<file path="config.mk">
export PLATFORM = sky130hd
export DESIGN_NAME = mem_arbiter_flat
export DESIGN_NICKNAME = d
export VERILOG_FILES = /design/src/rtl/rv32i_types_pkg.sv /design/src/rtl/generic_bus_if.sv /design/src/rtl/mem_arb_watchdog.sv /design/src/rtl/mem_arbiter.sv /design/src/flat_wrapper.sv
export SDC_FILE = /design/constraint.sdc
export NUM_CORES = 1
export LEC_CHECK = 0
export BUFFER_PORTS_ARGS = -buffer_cell sky130_fd_sc_hd__buf_4
export CAP_MARGIN = 20
export CORE_AREA = 5 5 118 120
export DETAILED_ROUTE_END_ITERATION = 10
export DIE_AREA = 0 0 123 125
export PLACE_DENSITY = 0.51
export SLEW_MARGIN = 20
export SYNTH_ARGS = -nofsm -noshare
export SYNTH_HDL_FRONTEND = slang
export SYNTH_SLANG_ARGS = --single-unit
</file>
<file path="constraint.sdc">
create_clock -name CLK -period 3.2 [get_ports CLK]
set_input_delay 0.32 -clock CLK [delete_from_list [all_inputs] [get_ports CLK]]
set_output_delay 0.32 -clock CLK [all_outputs]
set_load 0.01 [all_outputs]
</file>
<file path="src/rtl/rv32i_types_pkg.sv">
`default_nettype none
// ============================================================================
// Module      : rv32i_types_pkg
// Description : Shared bus widths, word type and arbiter state encoding.
// Revision    : 1.0 - initial release
// ============================================================================
package rv32i_types_pkg;

    localparam int RAM_ADDR_SIZE = 32;

    typedef logic [31:0] word_t;

    typedef enum logic [1:0] {
        IDLE    = 2'd0,
        GRANT_D = 2'd1,
        GRANT_I = 2'd2
    } arb_state_t;

endpackage
`default_nettype wire

</file>
<file path="src/rtl/generic_bus_if.sv">
`default_nettype none
// ============================================================================
// Module      : generic_bus_if
// Description : Simple request/busy memory bus; generic_bus = slave side,
//               cpu = master side.
// Revision    : 1.0 - initial release
// ============================================================================
interface generic_bus_if;
    import rv32i_types_pkg::*;

    logic                     ren;
    logic                     wen;
    logic [RAM_ADDR_SIZE-1:0] addr;
    word_t                    wdata;
    logic [3:0]               byte_en;
    word_t                    rdata;
    logic                     busy;
    logic                     error;

    modport generic_bus (
        input  ren, wen, addr, wdata, byte_en,
        output rdata, busy, error
    );

    modport cpu (
        output ren, wen, addr, wdata, byte_en,
        input  rdata, busy, error
    );

endinterface
`default_nettype wire

</file>
<file path="src/rtl/mem_arb_watchdog.sv">
`default_nettype none
// ============================================================================
// Module      : mem_arb_watchdog
// Description : Stall counter for a granted transaction; expire fires on the
//               WATCHDOG_CYCLES-th stalled grant cycle (0 disables it).
// Revision    : 1.0 - initial release
// ============================================================================
module mem_arb_watchdog #(
    parameter int WATCHDOG_CYCLES = 256
) (
    input  logic CLK,
    input  logic nRST,
    input  logic clear,
    input  logic enable,
    input  logic busy,
    output logic expire
);

    generate
        if (WATCHDOG_CYCLES == 0) begin : g_disabled
            assign expire = 1'b0;
        end else begin : g_enabled
            localparam int                 c_CNT_W = (WATCHDOG_CYCLES > 1) ? $clog2(WATCHDOG_CYCLES) : 1;
            localparam logic [c_CNT_W-1:0] c_LIMIT = c_CNT_W'(WATCHDOG_CYCLES - 1);

            logic [c_CNT_W-1:0] r_count;

            // Saturates at the limit so a long stall can never wrap past it.
            always_ff @(posedge CLK or negedge nRST) begin
                if (!nRST) begin
                    r_count <= '0;
                end else if (clear) begin
                    r_count <= '0;
                end else if (enable && busy && (r_count != c_LIMIT)) begin
                    r_count <= r_count + 1'b1;
                end
            end

            assign expire = enable && busy && (r_count == c_LIMIT);
        end
    endgenerate

endmodule
`default_nettype wire

</file>
<file path="src/rtl/mem_arbiter.sv">
`default_nettype none
// ============================================================================
// Module      : mem_arbiter
// Description : Two-requestor (instruction/data) arbiter onto one RAM port,
//               with stall watchdog. Define MEM_ARB_RR_EN for round-robin.
// Revision    : 1.0 - initial release
// ============================================================================
module mem_arbiter
    import rv32i_types_pkg::*;
#(
    parameter int WATCHDOG_CYCLES = 256
) (
    input  logic                    CLK,
    input  logic                    nRST,
    generic_bus_if.generic_bus      i_bus,
    generic_bus_if.generic_bus      d_bus,
    generic_bus_if.cpu              out_bus
);

    arb_state_t r_state;
    logic       w_d_req;
    logic       w_i_req;
    logic       w_gnt_req;
    logic       w_pick_d;
    logic       w_done;
    logic       w_expire;
    logic       w_wd_clear;
    logic       w_wd_enable;

    assign w_d_req   = d_bus.ren | d_bus.wen;
    assign w_i_req   = i_bus.ren | i_bus.wen;
    assign w_gnt_req = (r_state == GRANT_D) ? w_d_req :
                       (r_state == GRANT_I) ? w_i_req : 1'b0;
    assign w_done    = w_gnt_req & ~out_bus.busy;

`ifdef MEM_ARB_RR_EN
    logic r_last_d;
    logic w_other_req;
    assign w_pick_d    = w_d_req & (~w_i_req | ~r_last_d);
    assign w_other_req = (r_state == GRANT_D) ? w_i_req : w_d_req;
`else
    assign w_pick_d    = w_d_req;
`endif

    // Count restarts in IDLE and at every completion, covering direct switches.
    assign w_wd_clear  = (r_state == IDLE) | w_done;
    assign w_wd_enable = w_gnt_req;

    mem_arb_watchdog #(
        .WATCHDOG_CYCLES (WATCHDOG_CYCLES)
    ) u_watchdog (
        .CLK    (CLK),
        .nRST   (nRST),
        .clear  (w_wd_clear),
        .enable (w_wd_enable),
        .busy   (out_bus.busy),
        .expire (w_expire)
    );

    always_ff @(posedge CLK or negedge nRST) begin
        if (!nRST) begin
            r_state  <= IDLE;
`ifdef MEM_ARB_RR_EN
            r_last_d <= 1'b1;
`endif
        end else begin
`ifdef MEM_ARB_RR_EN
            if (r_state == GRANT_D) begin
                r_last_d <= 1'b1;
            end else if (r_state == GRANT_I) begin
                r_last_d <= 1'b0;
            end
`endif
            case (r_state)
                IDLE: begin
                    if (w_pick_d) begin
                        r_state <= GRANT_D;
                    end else if (w_i_req) begin
                        r_state <= GRANT_I;
                    end
                end
                GRANT_D, GRANT_I: begin
                    if (!w_gnt_req || w_expire) begin
                        r_state <= IDLE;
                    end else if (w_done) begin
`ifdef MEM_ARB_RR_EN
                        if (w_other_req) begin
                            r_state <= (r_state == GRANT_D) ? GRANT_I : GRANT_D;
                        end else begin
                            r_state <= IDLE;
                        end
`else
                        r_state <= IDLE;
`endif
                    end
                end
                default: r_state <= IDLE;
            endcase
        end
    end

    always_comb begin
        out_bus.ren     = 1'b0;
        out_bus.wen     = 1'b0;
        out_bus.addr    = '0;
        out_bus.wdata   = '0;
        out_bus.byte_en = '0;
        d_bus.rdata     = '0;
        d_bus.busy      = 1'b1;
        d_bus.error     = 1'b0;
        i_bus.rdata     = '0;
        i_bus.busy      = 1'b1;
        i_bus.error     = 1'b0;
        case (r_state)
            GRANT_D: begin
                out_bus.ren     = d_bus.ren & ~w_expire;
                out_bus.wen     = d_bus.wen & ~w_expire;
                out_bus.addr    = d_bus.addr;
                out_bus.wdata   = d_bus.wdata;
                out_bus.byte_en = d_bus.byte_en;
                d_bus.rdata     = out_bus.rdata;
                d_bus.busy      = out_bus.busy & ~w_expire;
                d_bus.error     = out_bus.error | w_expire;
            end
            GRANT_I: begin
                out_bus.ren     = i_bus.ren & ~w_expire;
                out_bus.wen     = i_bus.wen & ~w_expire;
                out_bus.addr    = i_bus.addr;
                out_bus.wdata   = i_bus.wdata;
                out_bus.byte_en = i_bus.byte_en;
                i_bus.rdata     = out_bus.rdata;
                i_bus.busy      = out_bus.busy & ~w_expire;
                i_bus.error     = out_bus.error | w_expire;
            end
            default: ;
        endcase
    end

endmodule
`default_nettype wire

</file>
<file path="src/flat_wrapper.sv">
// flat-port wrapper written by rule: the top's interface ports become plain ports
module mem_arbiter_flat import rv32i_types_pkg::*;
#(
    parameter int WATCHDOG_CYCLES = 256
)
  (CLK, nRST, i_bus_ren, i_bus_wen, i_bus_addr, i_bus_wdata, i_bus_byte_en, i_bus_rdata, i_bus_busy, i_bus_error, d_bus_ren, d_bus_wen, d_bus_addr, d_bus_wdata, d_bus_byte_en, d_bus_rdata, d_bus_busy, d_bus_error, out_bus_ren, out_bus_wen, out_bus_addr, out_bus_wdata, out_bus_byte_en, out_bus_rdata, out_bus_busy, out_bus_error);
  generic_bus_if i_bus_i ();
  generic_bus_if d_bus_i ();
  generic_bus_if out_bus_i ();
  input  logic CLK;
  input  logic nRST;
  input wire logic [$bits(i_bus_i.ren)-1:0] i_bus_ren;
  input wire logic [$bits(i_bus_i.wen)-1:0] i_bus_wen;
  input wire logic [$bits(i_bus_i.addr)-1:0] i_bus_addr;
  input wire logic [$bits(i_bus_i.wdata)-1:0] i_bus_wdata;
  input wire logic [$bits(i_bus_i.byte_en)-1:0] i_bus_byte_en;
  output wire logic [$bits(i_bus_i.rdata)-1:0] i_bus_rdata;
  output wire logic [$bits(i_bus_i.busy)-1:0] i_bus_busy;
  output wire logic [$bits(i_bus_i.error)-1:0] i_bus_error;
  input wire logic [$bits(d_bus_i.ren)-1:0] d_bus_ren;
  input wire logic [$bits(d_bus_i.wen)-1:0] d_bus_wen;
  input wire logic [$bits(d_bus_i.addr)-1:0] d_bus_addr;
  input wire logic [$bits(d_bus_i.wdata)-1:0] d_bus_wdata;
  input wire logic [$bits(d_bus_i.byte_en)-1:0] d_bus_byte_en;
  output wire logic [$bits(d_bus_i.rdata)-1:0] d_bus_rdata;
  output wire logic [$bits(d_bus_i.busy)-1:0] d_bus_busy;
  output wire logic [$bits(d_bus_i.error)-1:0] d_bus_error;
  output wire logic [$bits(out_bus_i.ren)-1:0] out_bus_ren;
  output wire logic [$bits(out_bus_i.wen)-1:0] out_bus_wen;
  output wire logic [$bits(out_bus_i.addr)-1:0] out_bus_addr;
  output wire logic [$bits(out_bus_i.wdata)-1:0] out_bus_wdata;
  output wire logic [$bits(out_bus_i.byte_en)-1:0] out_bus_byte_en;
  input wire logic [$bits(out_bus_i.rdata)-1:0] out_bus_rdata;
  input wire logic [$bits(out_bus_i.busy)-1:0] out_bus_busy;
  input wire logic [$bits(out_bus_i.error)-1:0] out_bus_error;
  assign i_bus_i.ren = i_bus_ren;
  assign i_bus_i.wen = i_bus_wen;
  assign i_bus_i.addr = i_bus_addr;
  assign i_bus_i.wdata = i_bus_wdata;
  assign i_bus_i.byte_en = i_bus_byte_en;
  assign i_bus_rdata = i_bus_i.rdata;
  assign i_bus_busy = i_bus_i.busy;
  assign i_bus_error = i_bus_i.error;
  assign d_bus_i.ren = d_bus_ren;
  assign d_bus_i.wen = d_bus_wen;
  assign d_bus_i.addr = d_bus_addr;
  assign d_bus_i.wdata = d_bus_wdata;
  assign d_bus_i.byte_en = d_bus_byte_en;
  assign d_bus_rdata = d_bus_i.rdata;
  assign d_bus_busy = d_bus_i.busy;
  assign d_bus_error = d_bus_i.error;
  assign out_bus_ren = out_bus_i.ren;
  assign out_bus_wen = out_bus_i.wen;
  assign out_bus_addr = out_bus_i.addr;
  assign out_bus_wdata = out_bus_i.wdata;
  assign out_bus_byte_en = out_bus_i.byte_en;
  assign out_bus_i.rdata = out_bus_rdata;
  assign out_bus_i.busy = out_bus_busy;
  assign out_bus_i.error = out_bus_error;
  mem_arbiter #(.WATCHDOG_CYCLES(WATCHDOG_CYCLES)) u_core (.CLK(CLK), .nRST(nRST), .i_bus(i_bus_i), .d_bus(d_bus_i), .out_bus(out_bus_i));
endmodule
</file>
# Word-level counts from Yosys, hierarchy flattened
# Cells that the tools add are included.
totals:
  out_inout_bits: 138
  reg_bits: 10
  input_bits: 176
classes:
  eq_ne: 6
  add_sub_neg: 1
  muxes: 20
  bitwise_logic: 12
  reduce_logical: 9
ops:
  columns: ["cell", "count"]
  rows:
  - ["32-bit one-hot mux with 2 select lines", 2]
  - ["32-bit two-way mux", 2]
  - ["8-bit two-way mux", 2]
  - ["8-bit by 1-bit adder with 8-bit output, second input constant", 1]
  - ["8-bit == test, second input constant", 1]
  - ["2-bit two-way mux", 4]
  - ["8-bit != test, second input constant", 1]
  - ["4-bit one-hot mux with 2 select lines", 1]
  - ["1-bit bitwise AND", 6]
  - ["1-bit two-way mux", 6]
  - ["3-bit by 1-bit != test with 1-bit output, second input constant", 2]
  - ["1-bit OR", 4]
  - ["1-bit one-hot mux with 2 select lines", 2]
  - ["2-bit one-hot mux with 2 select lines", 1]
  - ["1-bit logical AND", 3]
  - ["2-bit by 1-bit == test with 1-bit output, second input constant", 1]
  - ["2-bit == test, second input constant", 1]
  - ["2-bit logical NOT", 1]
  - ["1-bit inverter", 2]
  - ["2-bit AND reduction", 1]
  - ["2-bit nonzero test", 1]
  - ["2-bit OR reduction", 1]
  - ["1-bit logical NOT", 1]
  - ["1-bit logical OR", 1]

# Logic depth before layout (Yosys ltp)
depth:
  ltp_word: 8
  mapped_depth: 8
  ltp_nobuf: 6

# By module
# Synthesis repeated with hierarchy kept, for this count alone.
unflattened:
  cells_unflattened: 310
  area_unflattened_um2: 2237.1
modules_own_cells:
  columns: ["mod", "seq_area_each_um2", "instances", "area_each_um2", "cells_each"]
  rows:
  - ["mem_arbiter", 50.0, 1, 1741.7, 261]
  - ["mem_arb_watchdog", 200.2, 1, 495.5, 49]

# Worst setup path after synthesis
# OpenSTA, ideal clock, no wires.
synth_path:
  path_type: "reg-to-output"
  start: "reg u_core.r_state[0]"
  end: "out out_bus_addr[0]"
  stages_incl_launch_ff: 8
  arrival_ns: 1.560
  n_path_buf: 3
  path_slack_ns: 1.320
  path_cell_list: "dfrtp_1 > inv_1 > ha_1 > buf_4 > clkbuf_1 > clkbuf_1 > a22oi_1 > nor2b_1"
synth_between:
  elab_chain_cells: 2
synth_lines:
  columns: ["item", "line", "rtl"]
  rows:
  - ["start: declaration", "mem_arbiter.sv:20", "arb_state_t r_state;"]
  - ["start signal: assignment", "mem_arbiter.sv:62", "r_state <= IDLE;"]
  - ["start signal: assignment", "mem_arbiter.sv:77", "r_state <= GRANT_D;"]
  - ["start signal: assignment", "mem_arbiter.sv:79", "r_state <= GRANT_I;"]
  - ["2-bit == test or 2-bit by 1-bit == test with 1-bit output (tied branches)", "mem_arbiter.sv:114", "case (r_state)"]
  - ["32-bit one-hot mux with 2 select lines (*)", "mem_arbiter.sv:114", null]
  - ["end: declaration", "flat_wrapper.sv:30", "output wire logic [$bits(out_bus_i.addr)-1:0] out_bus_addr;"]
# Mark *: on every way between the ends. The rest lies on a longest branch, timed or not.

# Worst setup path after layout
layout_path:
  start: "reg u_core.r_state[0]"
  end: "out out_bus_wen"
layout_between:
  elab_chain_cells: 8
layout_lines:
  columns: ["item", "line", "rtl"]
  rows:
  - ["2-bit == test", "mem_arbiter.sv:33, mem_arbiter.sv:114", null]
  - ["1-bit two-way mux", "mem_arbiter.sv:33", "(r_state == GRANT_I) ? w_i_req : 1'b0;"]
  - ["1-bit two-way mux", "mem_arbiter.sv:32", "assign w_gnt_req = (r_state == GRANT_D) ? w_d_req :"]
  - ["1-bit logical AND (2 in series)", "mem_arb_watchdog.sv:39", "assign expire = enable && busy && (r_count == c_LIMIT);"]
  - ["1-bit inverter", "mem_arbiter.sv:117, mem_arbiter.sv:127", null]
  - ["1-bit bitwise AND, on equally long branches", "mem_arbiter.sv:127, mem_arbiter.sv:117", null]
  - ["1-bit one-hot mux with 2 select lines (*)", "mem_arbiter.sv:114", null]
  - ["end: declaration", "flat_wrapper.sv:29", "output wire logic [$bits(out_bus_i.wen)-1:0] out_bus_wen;"]
# Marked as above.

==> impl_metrics.ini <==
[status]
status = finished clean

[power_and_ir_drop]
combPwrFrac = 0.874
clock_power_share = 0.077
intPower_mw = 1.71
sw_frac_of_total = 0.474
pwr-share-seq = 0.049
total_power_mw = 3.25
power_leakage_nw = 2.35
p_sw_mw = 1.54
pwr_density_cell_nw_per_um2 = 673
peakVddDrop_uv = 378

[logic_synthesis]
synthCells = 321
synthesis.nets = 501
avgSynthCellArea_um2 = 6.95
yosys_warnings = 0
ys_ff_latch = 10
synth_cell_types = 33
syn_area_um2 = 2230
ys_async_sr_fraction = 1.00
synth_flop_cell = dfrtp_1
yosysSeqAreaShare = 0.112
synth_edf_count = 0

[worst_setup_path]
cp-endpoint = out_bus_wen
path_cells = inv_1 > ha_4 > o21ai_2 > o21a_1 > o31ai_1 > nor2_1 > buf_4
slowest_stage = dfrtp_1
end_kind = output pin
r2r_end = u_core.u_watchdog.g_enabled.r_count[3]
arrival_ps = 2250
start_kind = register
cp-startpoint = u_core.r_state[0]
slowest_delay_ps = 400
timing_worst_setup_path_type = reg2out
reg2reg_from = u_core.r_state[0]
ff2ff_path_depth = 6
cp.required_ps = 2880
path_max_fanout = 32
rrSetupSlack_ps = 990

[route]
drcViolationCount = 0
post_drt_wl_per_cell_um = 18.3
drt-total-wl_mm = 14.3
antenna_left = 0
routed_via_density = 4.47
drt_iter0_markers = 258
dr.pass1.iters = 4
vias = 3503

[timing]
relSlewSlack = 0.614
setup_tns_ps = 0
fin_worst_skew_ps = 0.458
holdWs_ps = 434
period_needed_ps = 2570
final-hold-violation-count = 0
setup_viol = 0
rsz0062_at_grt = false
fin_ws_ps = 628
slew_viol_final = 0
max_slew.worst_pin.slew_ps = 576
clock.fmax_ghz = 0.389
finalCritPeriodShare = 0.804

[clock_network]
cts_tree = yes
cts-root-buf = clkbuf_16
h-tree-depth = 1
cts_buffers = 3
cts.sinks = 10
cts_setup_buffers = 0
cts_resized = 0
clockBufferDepth = 2
clk_latency_ps = 240
clk_pin_slew_ps = 40

[floorplan]
start_util = 0.173
ios = 314
rows = 42
die_h_um = 125
die_w_um = 123
die_area_um2 = 15400
core_um2 = 12900

[finish]
area_growth_pct = 116
final.fill_count = 1391
antenna_cells = 0
layout_commonest_cell = buf_4
drive_gt1_frac = 0.538
final_net_count = 789
layout.cells.non_filler = 784
postLayoutCellArea_um2 = 4830
final_cell_mix = buf_4, nor2b_1, a22oi_1, and2_1, dfrtp_1
utilization = 0.375

[job]
max-cap-violations = 0

[placed_design]
dpl_cell_area_um2 = 4730
place_inst = 779
gp_congestion = 0.891
dp_hpwl_mm = 11.8
pre_cts_ws_ps = 873
port_buffers = 313

[global_route]
grt_pass1_vias = 3383
grt_pass1_wl_mm = 20.2
track_usage = 0.166
grt_overflow = 0
antenna_found_initial = 0
grt_max_degree = 102

[hold_path]
hold_class = in2reg
==> cells in the mapped netlist (2+ instances only) <==
cell / number / area [um^2]
nor2b_1: 70 / 438
a22oi_1: 69 / 518
and2_1: 65 / 407
clkbuf_1: 32 / 120
dfrtp_1: 10 / 250
nand4_1: 7 / 43.8
mux2i_1: 6 / 60.1
nand2_1: 6 / 22.5
a21oi_1: 5 / 25.0
nor2_1: 5 / 18.8
o21ai_0: 5 / 25.0
a211o_1: 4 / 35.0
ha_1: 4 / 50.1
inv_1: 4 / 15.0
o211ai_1: 4 / 30.0
o31ai_1: 4 / 30.0
or4_1: 3 / 22.5
buf_1: 2 / 7.51
nor4_1: 2 / 12.5
==> power by group through the flow <==
stage          Combinational (mW)  Sequential, mW  Clock (mW)
3_3_place_gp                 2.84           0.158           0
5_1_grt                      3.07           0.162       0.267
3_5_place_dp                 2.86           0.161           0
4_1_cts                      2.87           0.159       0.256
2_1_floorplan                1.53           0.154           0
6_report                     2.84           0.159       0.250
==> metal layers <==
layer	routed length [um]	GRT usage	up-vias	share of wire
met4	106	0.0169	0	0.0074
li1	-	-	1723	-
met3	1090	0.0325	9	0.076
met5	0	0	-	0
met1	6030	0.214	1613	0.42
met2	7130	0.295	158	0.50
==> worst max-delay path, delay by kind of cell (launching register included) <==
| kind | cells | cell delay [ps] |
|---|---|---|
| AND/OR/NAND/NOR | 1 | 90 |
| buffers and inverters | 2 | 300 |
| flip-flops | 1 | 400 |
| adder cells (fa/ha/maj) | 1 | 370 |
| AO/OA/AOI/OAI | 3 | 830 |
==> flip-flops by register name (all words and copies together) (netlist names) <==
register	count
u_core.u_watchdog.g_enabled.r_count	8
u_core.r_state	2
==> how the worst min path moves through the flow <==
| stage | start | to | slack [ps] | depth (start not counted) |
|---|---|---|---|---|
| after CTS | d_bus_ren | u_core.r_state[1] | 430 | 4 |
| final | d_bus_ren | u_core.r_state[1] | 430 | 4 |
| after detailed placement | nRST | u_core.u_watchdog.g_enabled.r_count[6] | 160 | 1 |
| after global placement | nRST | u_core.u_watchdog.g_enabled.r_count[6] | 160 | 1 |
| after global routing | d_bus_ren | u_core.r_state[1] | 460 | 4 |
| after floorplan | nRST | u_core.r_state[0] | 20 | 0 |
==> area by class of cell <==
type / count / area, um^2 / area share
inverter: 4 / 15.0 / 0.00311
tap: 176 / 220 / 0.0456
multi-input combinational: 271 / 1840 / 0.382
clock buffer: 4 / 88.8 / 0.0184
sequential: 10 / 250 / 0.0518
timing repair buffer: 319 / 2410 / 0.499
==> what timing repair did <==
action / in CTS / in global routing
hold buffers: 1 / 0
hold endpoints to repair: 10 / 0
endpoints found under the setup margin: 0 / 0
==> cells by family (layout without fill, tap and decap cells) <==
group                      after synthesis  in the layout  synth area share
and+or+nand+nor                        164            164             0.451
adders and majority gates                4              4            0.0224
buffers and inverters                   40            327            0.0695
AOI/OAI and AO/OA                       97             97             0.318
muxes                                    6              6            0.0269
DFF                                     10             10             0.112
(Power assumes the default switching activity.)
